`config.mk`:
```
export PLATFORM = sky130hd
export DESIGN_NAME = alu_issue_skid
export DESIGN_NICKNAME = d
export VERILOG_FILES = /design/src/rtl/alu_issue_skid.sv
export SDC_FILE = /design/constraint.sdc
export NUM_CORES = 1
export LEC_CHECK = 0
export BUFFER_PORTS_ARGS = -buffer_cell sky130_fd_sc_hd__buf_2
export CORE_MARGIN = 10
export CORE_UTILIZATION = 49
export DETAILED_ROUTE_END_ITERATION = 8
export GPL_ROUTABILITY_DRIVEN = 1
export GPL_TIMING_DRIVEN = 0
export PLACE_DENSITY = 0.77
export SYNTH_ARGS = -nofsm -noshare
export SYNTH_HDL_FRONTEND = slang
export SYNTH_SLANG_ARGS = --single-unit
```
`constraint.sdc`:
```
create_clock -name clk -period 3.7 [get_ports clk]
set_input_delay 0.185 -clock clk [delete_from_list [all_inputs] [get_ports clk]]
set_output_delay 0.185 -clock clk [all_outputs]
set_load 0.01 [all_outputs]
```
`src/rtl/alu_issue_skid.sv`:
```
// ID->EX issue stage: ALU control decode, operand select and a 2-entry skid buffer.
// Optional feature: define ALU_ILLEGAL_TRAP_EN to add the ex_illegal output.
module alu_issue_skid #(
  parameter int XLEN = 32,
  parameter int RD_W = 5
) (
  input  logic            clk,
  input  logic            rst_n,
  input  logic            flush,
  input  logic            id_valid,
  output logic            id_ready,
  input  logic [6:0]      id_opcode,
  input  logic [2:0]      id_funct3,
  input  logic            id_funct7_5,
  input  logic [XLEN-1:0] id_rs1_data,
  input  logic [XLEN-1:0] id_rs2_data,
  input  logic [XLEN-1:0] id_imm,
  input  logic [XLEN-1:0] id_pc,
  input  logic [RD_W-1:0] id_rd,
  output logic            ex_valid,
  input  logic            ex_ready,
  output logic [XLEN-1:0] ex_A,
  output logic [XLEN-1:0] ex_B,
  output logic [3:0]      ex_ALUControl,
  output logic [RD_W-1:0] ex_rd
`ifdef ALU_ILLEGAL_TRAP_EN
  ,
  output logic            ex_illegal
`endif
);

  localparam logic [6:0] OP_R      = 7'b0110011;
  localparam logic [6:0] OP_I      = 7'b0010011;
  localparam logic [6:0] OP_LOAD   = 7'b0000011;
  localparam logic [6:0] OP_STORE  = 7'b0100011;
  localparam logic [6:0] OP_BRANCH = 7'b1100011;
  localparam logic [6:0] OP_LUI    = 7'b0110111;
  localparam logic [6:0] OP_AUIPC  = 7'b0010111;

  localparam logic [3:0] ALU_ADD   = 4'b0000;
  localparam logic [3:0] ALU_SUB   = 4'b0001;
  localparam logic [3:0] ALU_AND   = 4'b0010;
  localparam logic [3:0] ALU_OR    = 4'b0011;
  localparam logic [3:0] ALU_XOR   = 4'b0100;
  localparam logic [3:0] ALU_SLT   = 4'b0101;
  localparam logic [3:0] ALU_SLTU  = 4'b0110;
  localparam logic [3:0] ALU_SLL   = 4'b0111;
  localparam logic [3:0] ALU_AUIPC = 4'b1000;
  localparam logic [3:0] ALU_LUI   = 4'b1001;
  localparam logic [3:0] ALU_SRL   = 4'b1010;
  localparam logic [3:0] ALU_SRA   = 4'b1011;

  typedef struct packed {
    logic [XLEN-1:0] a;
    logic [XLEN-1:0] b;
    logic [3:0]      ctrl;
    logic [RD_W-1:0] rd;
`ifdef ALU_ILLEGAL_TRAP_EN
    logic            ill;
`endif
  } op_t;

  op_t  dec;
  op_t  main_op;
  op_t  skid_op;
  logic main_valid;
  logic skid_valid;
  logic accept;
  logic drain;

  // Shared R/I funct3 mapping; SUB only exists in the register form.
  function automatic logic [3:0] alu_fn(input logic [2:0] f3, input logic f75,
                                        input logic allow_sub);
    logic [3:0] fn;
    fn = ALU_ADD;
    case (f3)
      3'b000: fn = (allow_sub && f75) ? ALU_SUB : ALU_ADD;
      3'b001: fn = ALU_SLL;
      3'b010: fn = ALU_SLT;
      3'b011: fn = ALU_SLTU;
      3'b100: fn = ALU_XOR;
      3'b101: fn = f75 ? ALU_SRA : ALU_SRL;
      3'b110: fn = ALU_OR;
      3'b111: fn = ALU_AND;
    endcase
    return fn;
  endfunction

  always_comb begin
    dec = '0;
    case (id_opcode)
      OP_R: begin
        dec.a    = id_rs1_data;
        dec.b    = id_rs2_data;
        dec.ctrl = alu_fn(id_funct3, id_funct7_5, 1'b1);
        dec.rd   = id_rd;
`ifdef ALU_ILLEGAL_TRAP_EN
        dec.ill  = id_funct7_5 && (id_funct3 != 3'b000) && (id_funct3 != 3'b101);
`endif
      end
      OP_I: begin
        dec.a    = id_rs1_data;
        dec.b    = id_imm;
        dec.ctrl = alu_fn(id_funct3, id_funct7_5, 1'b0);
        dec.rd   = id_rd;
        if (id_funct3 == 3'b001 || id_funct3 == 3'b101)
          dec.b = {{(XLEN-5){1'b0}}, id_imm[4:0]};
`ifdef ALU_ILLEGAL_TRAP_EN
        if (id_funct3 == 3'b001)
          dec.ill = (id_imm[11:5] != 7'b0000000);
        else if (id_funct3 == 3'b101)
          dec.ill = (id_imm[11:5] != 7'b0000000) && (id_imm[11:5] != 7'b0100000);
`endif
      end
      OP_LOAD: begin
        dec.a  = id_rs1_data;
        dec.b  = id_imm;
        dec.rd = id_rd;
      end
      OP_STORE: begin
        dec.a = id_rs1_data;
        dec.b = id_imm;
      end
      OP_BRANCH: begin
        dec.a    = id_rs1_data;
        dec.b    = id_rs2_data;
        dec.ctrl = ALU_SUB;
      end
      OP_LUI: begin
        dec.b    = id_imm;
        dec.ctrl = ALU_LUI;
        dec.rd   = id_rd;
      end
      OP_AUIPC: begin
        dec.a    = id_pc;
        dec.b    = id_imm;
        dec.ctrl = ALU_AUIPC;
        dec.rd   = id_rd;
      end
      default: begin
`ifdef ALU_ILLEGAL_TRAP_EN
        dec.ill = 1'b1;
`endif
      end
    endcase
  end

  assign id_ready = ~skid_valid;
  assign accept   = id_valid && id_ready;
  assign drain    = main_valid && ex_ready;

  // The skid slot only fills when main is held, so ID never sees ex_ready combinationally.
  always_ff @(posedge clk or negedge rst_n) begin
    if (!rst_n) begin
      main_op    <= '0;
      skid_op    <= '0;
      main_valid <= 1'b0;
      skid_valid <= 1'b0;
    end else if (flush) begin
      main_valid <= 1'b0;
      skid_valid <= 1'b0;
    end else if (skid_valid) begin
      if (drain) begin
        main_op    <= skid_op;
        skid_valid <= 1'b0;
      end
    end else if (accept) begin
      if (!main_valid || drain) begin
        main_op    <= dec;
        main_valid <= 1'b1;
      end else begin
        skid_op    <= dec;
        skid_valid <= 1'b1;
      end
    end else if (drain) begin
      main_valid <= 1'b0;
    end
  end

  assign ex_valid      = main_valid;
  assign ex_A          = main_op.a;
  assign ex_B          = main_op.b;
  assign ex_ALUControl = main_op.ctrl;
  assign ex_rd         = main_op.rd;
`ifdef ALU_ILLEGAL_TRAP_EN
  assign ex_illegal    = main_op.ill;
`endif

endmodule

```
* Yosys cells after proc, flatten, opt, wreduce, memory -nomap -nowiden *
Cells that the tools add are included.

word-level totals
  register bits = 148
  output and inout bits = 75
  logic and storage cells = 69

cells by class
  equality and inequality tests = 17
  multiplexer cells = 23
  bitwise operators = 3
  reductions and logical operators = 16

operators with widths
  operator                                              count
  2-to-1 mux 73 bit                                     4
  case mux 32 bit (3 select lines)                      1
  case mux 32 bit (2 select lines)                      1
  case mux 4 bit (8 select lines)                       2
  2-to-1 mux 32 bit                                     1
  equality test 7 x 6 -> 1 bit (second input constant)  3
  case mux 4 bit (5 select lines)                       1
  equality test 7 x 5 -> 1 bit (second input constant)  2
  equality test 3 bit (second input constant)           4
  2-to-1 mux 1 bit                                      12
  OR reduction 5 bit                                    2
  AND reduction 4 bit                                   2
  equality test 7 x 2 -> 1 bit (second input constant)  1
  equality test 7 bit (second input constant)           1
  equality test 3 x 2 -> 1 bit (second input constant)  2
  2-to-1 mux 5 bit                                      1
  nonzero test 2 bit                                    2
  OR reduction 4 bit                                    1
  equality test 3 x 1 -> 1 bit (second input constant)  1
  zero test 3 bit                                       1
  != test 3 x 2 -> 1 bit (second input constant)        1
  inverter 1 bit                                        3
  AND reduction 3 bit                                   1
  nonzero test 3 bit                                    1
  6 further kinds                                       8

* Depth between registers and ports, before layout *
Gate-level depths: netlist of run 1.

  depth after elaboration = 7
  mapped depth = 7

* Worst setup path after synthesis of run 1 *
OpenSTA, ideal clock, no wires.

  kind = register to register
  from = register skid_valid
  to = register main_op (netlist bit ex_ALUControl[2])
  setup time = 125 ps
  arrival time = 1562 ps
  required time = 3575 ps
  setup slack = 2013 ps
  stages on the path, launching flop included = 6
  buffers on the path = 2
  clock period less this slack = 1687 ps
  cell sequence = dfrtp_1 buf_4 nand2b_4 a211oi_4 buf_6 mux2_2

between the ends
  word-level cells in the longest chain between the ends = 4

RTL lines
  what                                  line  RTL
  start: declaration                    67    logic skid_valid;
  start signal: assignment              158   skid_valid <= 1'b0;
  start signal: assignment              161   skid_valid <= 1'b0;
  start signal: assignment              165   skid_valid <= 1'b0;
  inverter 1 bit (no source line)       -
  logical AND 1 bit                     149   assign accept = id_valid && id_ready;
  nonzero test 2 bit (no source line)   -
  AND reduction 4 bit (no source line)  -
  end signal: assignment                164   main_op <= skid_op;
  end: declaration                      64    op_t main_op;

Parallel ways exist; a longest one is shown, timed or not.
A chain may end at the register's enable or synchronous reset.

* Worst setup path after layout of run 1 *
  from = register skid_valid
  to = output id_ready

between the ends
  word-level cells in the longest chain between the ends = 1

RTL lines
  what                             line  RTL
  inverter 1 bit (no source line)  -
  end: declaration                 11    output logic id_ready,

No other way between the ends.

==> results.py, run 1 <==
metrics = {
    "place": {
        "gp_congestion": 0.835,
        "dpl_cell_area_sq_um": 8570,
        "hpwl_microns": 17100,
        "portBuffers": 220,
    },
    "global_route": {
        "overflow": 0,
        "antenna_found_initial": 3,
        "grt_max_degree": 88,
        "grt_pass1_wl_microns": 36200,
        "track_usage_pct": 22.4,
        "grt_pass1_vias": 6987,
    },
    "critical_path": {
        "crit_type": "reg -> out",
        "worstPathRequired_ns": 3.51,
        "path_max_fanout": 10,
        "crit_arrival_ns": 2.08,
        "end_kind": "primary output",
        "crit_path_start_kind": "flip-flop",
        "reg2regPathDepth": 6,
    },
    "timing": {
        "finalSetupTns_ns": 0,
        "slew-limit-headroom_pct": 38.6,
        "setup_viol": 0,
        "worst_pin_slew_ns": 0.916,
        "hold_violations": 0,
        "fin_crit_sh_pct": 61.1,
        "max_freq_mhz": 442,
        "finalCriticalPeriod_ns": 2.26,
        "rsz0062_at_grt": "no",
        "holdWs_ns": 0.0151,
        "clock_skew_ns": 0.00762,
        "maxSlewViolCount": 0,
    },
    "floorplan": {
        "ioPinCount": 224,
        "rows": 44,
        "die_y_microns": 141,
        "fp.dieArea_sq_um": 19900,
        "core_sq_um": 14500,
        "die_x_microns": 141,
        "initial_core_util_pct": 49.7,
    },
    "yosys": {
        "ys.flop_type": "dfrtp_1",
        "synthTopCellsByArea": "dfrtp_1, a31oi_1, nand2_1",
        "ys_warn_count": 0,
        "avgSynthCellArea_sq_um": 9.73,
        "syn_nets": 889,
        "synth_edf_count": 0,
        "synth_top_area_share_pct": 51.4,
        "yosysTopAreaCell": "dfrtp_1",
        "ys_types": 44,
        "seq_area_frac_synth_pct": 51.4,
        "syn_area_sq_um": 7200,
        "synth.most_common_cell": "dfrtp_1",
        "syn_inst": 740,
        "ys_seq_elements": 148,
        "synth-async-reset-ratio_pct": 100,
        "netlist_top_cells_count": "dfrtp_1, nand2_1, nor2_1",
    },
    "cts": {
        "clk_pin_slew_worst_paths_ns": 0.06,
        "cts_buffer_depth": 2,
        "cts_tree": "built",
        "htreeDepth": 4,
        "ctsResizeCount": 0,
        "clock_sinks": 148,
        "clkLatencyLatePin_ns": 0.42,
        "cts_buffers": 17,
        "cts-root-buf": "clkbuf_16",
    },
    "layout": {
        "final_area_sq_um": 9170,
        "nets": 1134,
        "final_util_pct": 63.3,
        "fill_cells": 1235,
        "drive_above_1_share_pct": 29.2,
        "area_growth_pct": 27.4,
    },
    "routing": {
        "vias_per_cell": 5.69,
        "drt_iter0_drc": 401,
        "vias": 6741,
        "drtPass1Iterations": 8,
        "postRouteAntennaNets": 0,
        "detail_route.wl_per_cell_microns": 19.3,
        "wl_microns": 22900,
        "drc": 0,
    },
    "pwr": {
        "power.density_nw_per_um2": 482,
        "p_leak_nw": 4.07,
        "ir_drop_mv": 0.300,
    },
    "min_path": {
        "whs_path_depth": 2,
        "hold_class": "in -> reg",
    },
    "run_status": {
        "status": "finished, final reports clean",
    },
    "flow_run": {
        "max_cap_viol_count": 0,
    },
}
## cells by family (layout without fill, tap and decap cells)
kind of cell / Yosys count / in the layout / synth area share [%]
multiplexers: 29 / 29 / 4.07
flip-flops: 148 / 148 / 51.4
buffers and inverters: 67 / 325 / 4.69
XOR/XNOR: 1 / 1 / 0.122
AND/OR/NAND/NOR: 233 / 233 / 15.9
other: 0 / 3 / 0
AO/OA/AOI/OAI: 262 / 262 / 23.8
## power by group
group | switching [mW] | internal (mW)
sequential | 0.117 | 1.86
clock | 0.685 | 0.907
combinational | 0.469 | 0.383
total | 1.27 | 3.15
## what timing repair did
action                     in CTS  in global routing
hold endpoints to repair       67                  0
hold buffers                    5                  0
setup buffers                   0                  0
setup endpoints to repair       0                  0
## sequential cells by signal, indices dropped and copies added, names as in the netlist
name           count
ex_A              32
skid_op           73
ex_B              32
ex_valid           1
ex_ALUControl      4
skid_valid         1
ex_rd              5
## cell type report
| cell class | instances | area [sq um] | area share (%) |
|---|---|---|---|
| Sequential cell | 148 | 3700 | 40.4 |
| Antenna cell | 3 | 7.51 | 0.0819 |
| Clock buffer | 20 | 467 | 5.09 |
| Clock inverter | 12 | 80.1 | 0.873 |
| Tap cell | 184 | 230 | 2.51 |
| Inverter | 3 | 11.3 | 0.123 |
| Multi-Input combinational cell | 525 | 3160 | 34.5 |
| Timing Repair Buffer | 226 | 1180 | 12.9 |
| Buffer | 64 | 327 | 3.56 |
## metal layers
metal | global-route usage (%) | wire [microns] | vias up
met1 | 27.7 | 9590 | 3239
met2 | 36.3 | 10900 | 250
met4 | 6.41 | 297 | 0
li1 | - | - | 3228
met5 | 0 | 0 | -
met3 | 7.93 | 2130 | 24
## critical path: stages, from the launching register on
cell and delay, ns:
dfrtp_1 0.34, buf_4 0.18, clkbuf_1 0.43, clkbuf_1 0.44, inv_1 0.10, buf_2 0.16
## layout by cell type (no fill, tap or decap), types with 3 or more instances in the layout
master,n
inv_1,3
clkbuf_1,37
o21ai_0,34
a32oi_1,28
nor2_1,63
a22oi_1,37
and3_1,6
dlygate4sd3_1,5
clkbuf_8,3
buf_2,233
nand3_1,8
a221o_1,5
nand2b_1,31
o22ai_1,33
dfrtp_1,148
buf_4,6
clkinv_2,5
clkbuf_16,17
clkinvlp_4,5
diode_2,3
a21oi_1,39
a31oi_1,54
buf_6,7
nand2_1,80
a22o_1,5
o21ai_1,14
o211ai_1,7
mux2i_1,27
nor2b_1,31
## through the flow
| stage | setup slack [ns] | total power [mW] | std cells |
|---|---|---|---|
| floorplan | 2.01 | 2.45 | 740 |
| global placement | 0.325 | 2.82 | 1144 |
| detailed placement | 1.54 | 2.85 | 1145 |
| CTS | 1.39 | 4.44 | 1182 |
| global route | 1.30 | 4.62 | 1182 |
| finish | 1.44 | 4.42 | 1185 |
## worst paths after layout
check | endpoint | start | slack, ns
setup / recovery | id_ready | skid_valid | 1.44
hold reg to reg | skid_op[45] | skid_op[45] | 0.48
setup reg to reg | skid_op[33] | skid_valid | 1.68
hold / removal | ex_rd[2] | id_rd[2] | 0.02
min in group asynchronous | skid_op[50] | rst_n | 0.30
max in group asynchronous | ex_B[14] | rst_n | 2.55
Note: power is estimated with default switching activity, not from simulation.
==> run 2, diff against run 1 <==
==> constraint.sdc (replaced) <==
create_clock -name clk -period 2.2 [get_ports clk]
set_input_delay 0.11 -clock clk [delete_from_list [all_inputs] [get_ports clk]]
set_output_delay 0.11 -clock clk [all_outputs]
set_load 0.01 [all_outputs]
==> run 2 against run 1 <==
Effect of this change:
- non-clock buffer count rose by 31
- final cell count rose by 2.6%
- combinational power increased by 74%
- worst setup slack got worse by 1.3 ns
- largest cell class unchanged
- global-route usage grew 0.43 points
- clock power increased by 69%
- final area is 3.6% higher
- flip-flop and latch count did not move
- critical path type is now reg -> reg
==> results.py, run 2 (same netlist as run 1, synthesis figures left out) <==
metrics = {
    "run_status": {
        "status": "finished, final reports clean",
    },
    "layout": {
        "final_cells": 1216,
        "area_growth_pct": 31.9,
        "drive_above_1_share_pct": 28.3,
        "top_register": "skid_op",
        "layout_common_cells": "buf_2, dfrtp_1, nand2_1",
        "final_util_pct": 65.6,
        "final_common_cell": "buf_2",
        "largest_register_ffs": 73,
        "fill_cells": 1176,
        "nets": 1165,
    },
    "critical_path": {
        "worst-r2r-setup-slack_ns": 0.14,
        "regToRegEndpoint": "ex_B[14]",
        "reg2regPathDepth": 7,
        "path_cells": "buf_4, nand2_1, a211o_1, buf_2, nor2_4, clkbuf_4, a31oi_1",
        "crit_path_start_kind": "flip-flop",
        "end_kind": "flip-flop",
        "cp_num_buf_inv": 3,
        "path_delay_family": "buffers and inverters",
        "path_max_fanout": 19,
        "worstPathRequired_ns": 2.49,
        "crit_type": "reg -> reg",
        "r2r_start": "skid_valid",
        "crit_arrival_ns": 2.35,
        "max_stage_delay_ns": 0.35,
        "cpMaxStageDelayCell": "dfrtp_1",
    },
    "routing": {
        "detail_route.wl_per_cell_microns": 19.2,
        "met1_length_microns": 9530,
        "postRouteAntennaNets": 0,
        "wl_microns": 23400,
        "drc": 0,
        "routed.top_layer": "met4",
        "vias_per_cell": 5.71,
        "drtPass1Iterations": 7,
        "vias": 6944,
        "routed-wl-met3_microns": 2370,
        "met2_length_microns": 11200,
        "drt_iter0_drc": 490,
    },
    "min_path": {
        "hold_path_startpoint": "id_pc[6]",
        "hold_class": "in -> reg",
        "worstHoldEndpoint": "skid_op[47]",
        "whs_path_depth": 3,
    },
    "floorplan": {
        "rows": 44,
        "die_x_microns": 141,
        "ioPinCount": 224,
        "core_sq_um": 14500,
        "fp.dieArea_sq_um": 19900,
        "initial_core_util_pct": 49.7,
        "die_y_microns": 141,
    },
    "place": {
        "gp_congestion": 0.835,
        "portBuffers": 220,
        "hpwl_microns": 17100,
        "dp_cells": 1145,
    },
    "timing": {
        "clock_skew_ns": 0.00788,
        "holdWs_ns": 0.00818,
        "rsz0062_at_grt": "no",
        "setup_viol": 0,
        "max_freq_mhz": 486,
        "slew-limit-headroom_pct": 41.5,
        "fin_crit_sh_pct": 93.6,
        "finalCriticalPeriod_ns": 2.06,
        "hold_violations": 0,
        "maxSlewViolCount": 0,
        "worst_pin_slew_ns": 0.871,
    },
    "cts": {
        "clk_pin_slew_worst_paths_ns": 0.06,
        "htreeDepth": 4,
        "clock_sinks": 148,
        "cts-root-buf": "clkbuf_16",
        "cts_tree": "built",
        "cts_buffer_depth": 2,
        "cts_buffers": 17,
        "clkLatencyLatePin_ns": 0.42,
    },
    "pwr": {
        "totalPowerFinal_mw": 7.48,
        "p_leak_nw": 4.21,
        "ir_drop_mv": 0.505,
        "power.density_nw_per_um2": 787,
    },
    "flow_run": {
        "max_cap_viol_count": 0,
    },
    "global_route": {
        "grt_max_degree": 88,
        "antenna_found_initial": 3,
        "grt_pass1_wl_microns": 37000,
        "grt_pass1_vias": 7146,
        "overflow": 0,
        "track_usage_pct": 22.9,
    },
}
run 2: cell types whose count changed in the layout (fill, tap and decap cells not counted), sizes merged:
cell	delta
dlygate4sd3	+32
clkbuf	+1
buf	-2
run 2: layer usage:
| metal | vias up | GRT usage (%) |
|---|---|---|
| li1 | 3291 | - |
| met1 | 3333 | 27.7 |
| met2 | 296 | 37.3 |
| met3 | 24 | 8.23 |
| met4 | 0 | 7.01 |
| met5 | - | 0 |
run 2: power breakdown:
group / internal, mW / switching, mW
clock: 1.53 / 1.16
sequential: 3.12 / 0.195
combinational: 0.682 / 0.799
run 2: stage by stage:
stage / TNS, ns / instance area, sq um / setup WS [ns]
2_1_floorplan: 0 / 7200 / 0.513
3_3_place_gp: -161.28 / 8530 / -1.10
3_5_place_dp: 0 / 8570 / 0.113
4_1_cts: 0 / 9480 / 0.117
5_1_grt: 0 / 9490 / 0.0204
6_report: 0 / 9500 / 0.142
run 2: worst max path at each step:
stage	from	to	slack, ns	depth (start not counted)
2_1_floorplan	skid_valid	ex_ALUControl[2]	0.51	5
3_3_place_gp	rst_n	ex_B[13]	-1.10	1
3_5_place_dp	id_opcode[6]	skid_op[44]	0.11	6
4_1_cts	skid_valid	ex_B[12]	0.12	7
5_1_grt	skid_valid	ex_B[26]	0.02	7
6_report	skid_valid	ex_B[14]	0.14	7
run 2: timing repair:
action	4_1_cts	5_1_grt
setup buffers	0	0
setup endpoints to repair	1	39
pin swaps	0	0
endpoints found under the hold margin	127	0
gates resized for setup	0	3
hold buffers	37	0
run 2: final cells by class:
type | instances | area [sq um] | share of cell area [%]
flip-flops and latches | 148 | 3700 | 39.0
multi-input cells | 525 | 3170 | 33.3
repair buffers | 258 | 1510 | 15.8
clock buffers | 20 | 467 | 4.91
plain buffers | 63 | 328 | 3.45
well taps | 184 | 230 | 2.42
clock inverters | 12 | 80.1 | 0.843
inverters | 3 | 11.3 | 0.119
diodes | 3 | 7.51 | 0.0790
run 2: worst reg2reg max path, stage by stage (launching register included):
cell and delay [ns]:
dfrtp_1 0.35, buf_4 0.26, nand2_1 0.16, a211o_1 0.31, buf_2 0.22, nor2_4 0.25
clkbuf_4 0.29, a31oi_1 0.10
==> run 3, diff against run 2 <==
--- a/config.mk
+++ b/config.mk
@@ -5,13 +5,14 @@
 export SDC_FILE = /design/constraint.sdc
 export NUM_CORES = 1
 export LEC_CHECK = 0
+export ABC_AREA = 1
 export BUFFER_PORTS_ARGS = -buffer_cell sky130_fd_sc_hd__buf_2
 export CORE_MARGIN = 10
 export CORE_UTILIZATION = 49
 export DETAILED_ROUTE_END_ITERATION = 8
 export GPL_ROUTABILITY_DRIVEN = 1
 export GPL_TIMING_DRIVEN = 0
-export PLACE_DENSITY = 0.77
+export PLACE_DENSITY = 0.76
 export SYNTH_ARGS = -nofsm -noshare
 export SYNTH_HDL_FRONTEND = slang
 export SYNTH_SLANG_ARGS = --single-unit
==> run 3 against run 2 <==
Effect of this change:
- die area rose by 8.2%
- routed wire length increased by 14%
- sequential power is essentially flat
- final area up 7.6%
- clock-buffer cell count decreased by 2
- clock skew is 0.00076 ns lower
- sequential share of layout area fell by 2.8 points
- non-clock buffer count is 4 higher
- via count up 19%
==> results.py, run 3 <==
metrics = {
    "cts": {
        "cts_tree": "built",
        "cts_buffers": 17,
        "clock_sinks": 148,
        "cts_buffer_depth": 2,
        "clkLatencyLatePin_ns": 0.43,
        "cts-root-buf": "clkbuf_16",
        "htreeDepth": 4,
        "clk_pin_slew_worst_paths_ns": 0.07,
    },
    "pwr": {
        "totalPowerFinal_mw": 7.78,
        "power.density_nw_per_um2": 762,
        "p_leak_nw": 5.57,
        "ir_drop_mv": 0.589,
    },
    "layout": {
        "area_growth_pct": 29.5,
        "final_area_sq_um": 10200,
        "top_register": "skid_op",
        "final_common_cell": "nand2_1",
        "largest_register_ffs": 73,
        "drive_above_1_share_pct": 26.1,
        "final_util_pct": 64.6,
        "nets": 1464,
        "layout_common_cells": "nand2_1, buf_2, dfrtp_1",
    },
    "yosys": {
        "muxShareOfSynthArea_pct": 0,
        "synthSimpleGateAreaFrac_pct": 32.0,
        "seq_area_frac_synth_pct": 46.9,
        "synth-async-reset-ratio_pct": 100,
        "synthTopCellsByArea": "dfrtp_1, nand2_1, nand3_1",
        "avgSynthCellArea_sq_um": 7.56,
        "syn_inst": 1044,
        "synth_top_family_by_area": "simple AND/OR/NAND/NOR gates",
        "ys_warn_count": 0,
        "synthAdderAreaFrac_pct": 0,
        "synth_top_area_share_pct": 46.9,
        "synth.most_common_cell": "nand2_1",
        "syn_nets": 1193,
        "ys.flop_type": "dfrtp_1",
        "yosysTopAreaCell": "dfrtp_1",
        "syn_area_sq_um": 7900,
        "synthXorXnorAreaFrac_pct": 0.111,
        "synth_compound_area_share_pct": 12.0,
        "netlist_top_cells_count": "nand2_1, dfrtp_1, nand3_1",
        "ys_seq_elements": 148,
        "ys_types": 30,
        "synth_edf_count": 0,
    },
    "global_route": {
        "grt_max_degree": 95,
        "grt_pass1_wl_microns": 43100,
        "track_usage_pct": 24.5,
        "grt_pass1_vias": 8440,
        "overflow": 0,
        "antenna_found_initial": 8,
    },
    "timing": {
        "setup_viol": 0,
        "hold_violations": 0,
        "finalCriticalPeriod_ns": 2.08,
        "rsz0062_at_grt": "no",
        "max_freq_mhz": 481,
        "slew-limit-headroom_pct": 53.9,
        "maxSlewViolCount": 0,
        "worst_pin_slew_ns": 0.691,
        "setup_slack_ns": 0.121,
        "fin_crit_sh_pct": 94.5,
        "clock_skew_ns": 0.00712,
    },
    "routing": {
        "vias_per_cell": 5.32,
        "vias": 8239,
        "drc": 0,
        "postRouteAntennaNets": 0,
        "drt_iter0_drc": 591,
        "detail_route.wl_per_cell_microns": 17.2,
        "wl_microns": 26600,
        "drtPass1Iterations": 5,
    },
    "min_path": {
        "hold_path_startpoint": "id_rs1_data[8]",
        "worstHoldEndpoint": "skid_op[49]",
        "whs_path_depth": 3,
        "hold_class": "in -> reg",
    },
    "critical_path": {
        "end_kind": "flip-flop",
        "crit_path_start_kind": "flip-flop",
        "reg2regPathDepth": 10,
        "crit_type": "reg -> reg",
        "path_max_fanout": 10,
        "crit_arrival_ns": 2.39,
        "worstPathRequired_ns": 2.51,
        "r2r_start": "skid_valid",
        "regToRegEndpoint": "skid_op[55]",
        "worst-r2r-setup-slack_ns": 0.12,
    },
    "run_status": {
        "status": "finished, final reports clean",
    },
    "floorplan": {
        "die_x_microns": 147,
        "rows": 46,
        "initial_core_util_pct": 49.9,
        "core_sq_um": 15800,
        "die_y_microns": 147,
        "ioPinCount": 224,
        "fp.dieArea_sq_um": 21600,
    },
    "place": {
        "dpl_cell_area_sq_um": 9310,
        "portBuffers": 222,
        "hpwl_microns": 19300,
        "gp_congestion": 0.843,
        "dp_slack_ns": 0.262,
    },
    "flow_run": {
        "max_cap_viol_count": 0,
    },
}
==> run 3: changes by cell type after synthesis, moves of 37 or more <==
cell and change:
nand4_1 +58, a31oi_1 -44, inv_1 +59, a21oi_1 +53, nand2_1 +253, a22oi_1 -37
nand3_1 +108
==> run 3: report_power, final <==
group	switching [mW]	leakage (nW)	internal [mW]
sequential	0.166	1.94	3.14
clock	1.18	0.310	1.92
combinational	0.821	3.33	0.553
==> run 3: area by class of cell <==
type,instances,area (sq um)
Sequential cell,148,3700
Clock inverter,13,180
Fill cell,1407,5610
Inverter,71,269
Antenna cell,5,12.5
Tap cell,216,270
Clock buffer,18,439
Buffer,72,439
Multi-Input combinational cell,752,3480
Timing Repair Buffer,253,1430
==> run 3: worst max-delay path, stage by stage, from the launching register on <==
cell and delay [ns]:
dfrtp_1 0.37, buf_6 0.14, inv_4 0.09, nand2_2 0.07, nor2_2 0.12, inv_2 0.06, nor2_4 0.17, buf_8 0.15
buf_6 0.15, a31oi_1 0.09, dlygate4sd3_1 0.57
==> run 3: what timing repair did <==
action                                  4_1_cts  5_1_grt
hold buffers                                 22        0
endpoints found under the setup margin        0        6
buffers inserted                              0        8
endpoints found under the hold margin        74        0
gates resized for setup                       0        3
==> run 3: metrics by stage <==
step | hold slack, ns | setup TNS, ns | cells
5_1_grt | 0.0158 | 0 | 1545
3_3_place_gp | 0.342 | -173.03 | 1482
2_1_floorplan | -0.186 | 0 | 1044
4_1_cts | 0.000430 | 0 | 1536
3_5_place_dp | 0.112 | 0 | 1483
6_report | 0.0132 | 0 | 1548
==> run 3: logic make-up (layout without fill, tap and decap cells) <==
family / count (synthesis) / count (layout)
buffers and inverters: 144 / 427
flip-flops: 148 / 148
AO/OA/AOI/OAI: 185 / 185
XOR/XNOR: 1 / 1
other: 0 / 5
AND/OR/NAND/NOR: 566 / 566
==> run 3: how the worst max path moves through the flow <==
stage               cells after the start  slack, ns  startpoint     endpoint
finish                                 10       0.12  skid_valid  skid_op[55]
detailed placement                      6       0.26  skid_valid     ex_B[30]
floorplan                               9       0.84  skid_valid  skid_op[21]
CTS                                    11       0.05  skid_valid  skid_op[69]
global route                           10      0.001  skid_valid  skid_op[69]
global placement                        1      -1.19       rst_n     ex_B[23]
==> run 3: per-layer routing <==
metal / vias up / global-route usage, % / routed length (microns)
met4: 6 / 9.42 / 730
met3: 56 / 8.17 / 2480
li1: 4005 / - / -
met5: - / 0 / 28
met1: 3829 / 30.2 / 11000
met2: 343 / 38.9 / 12300
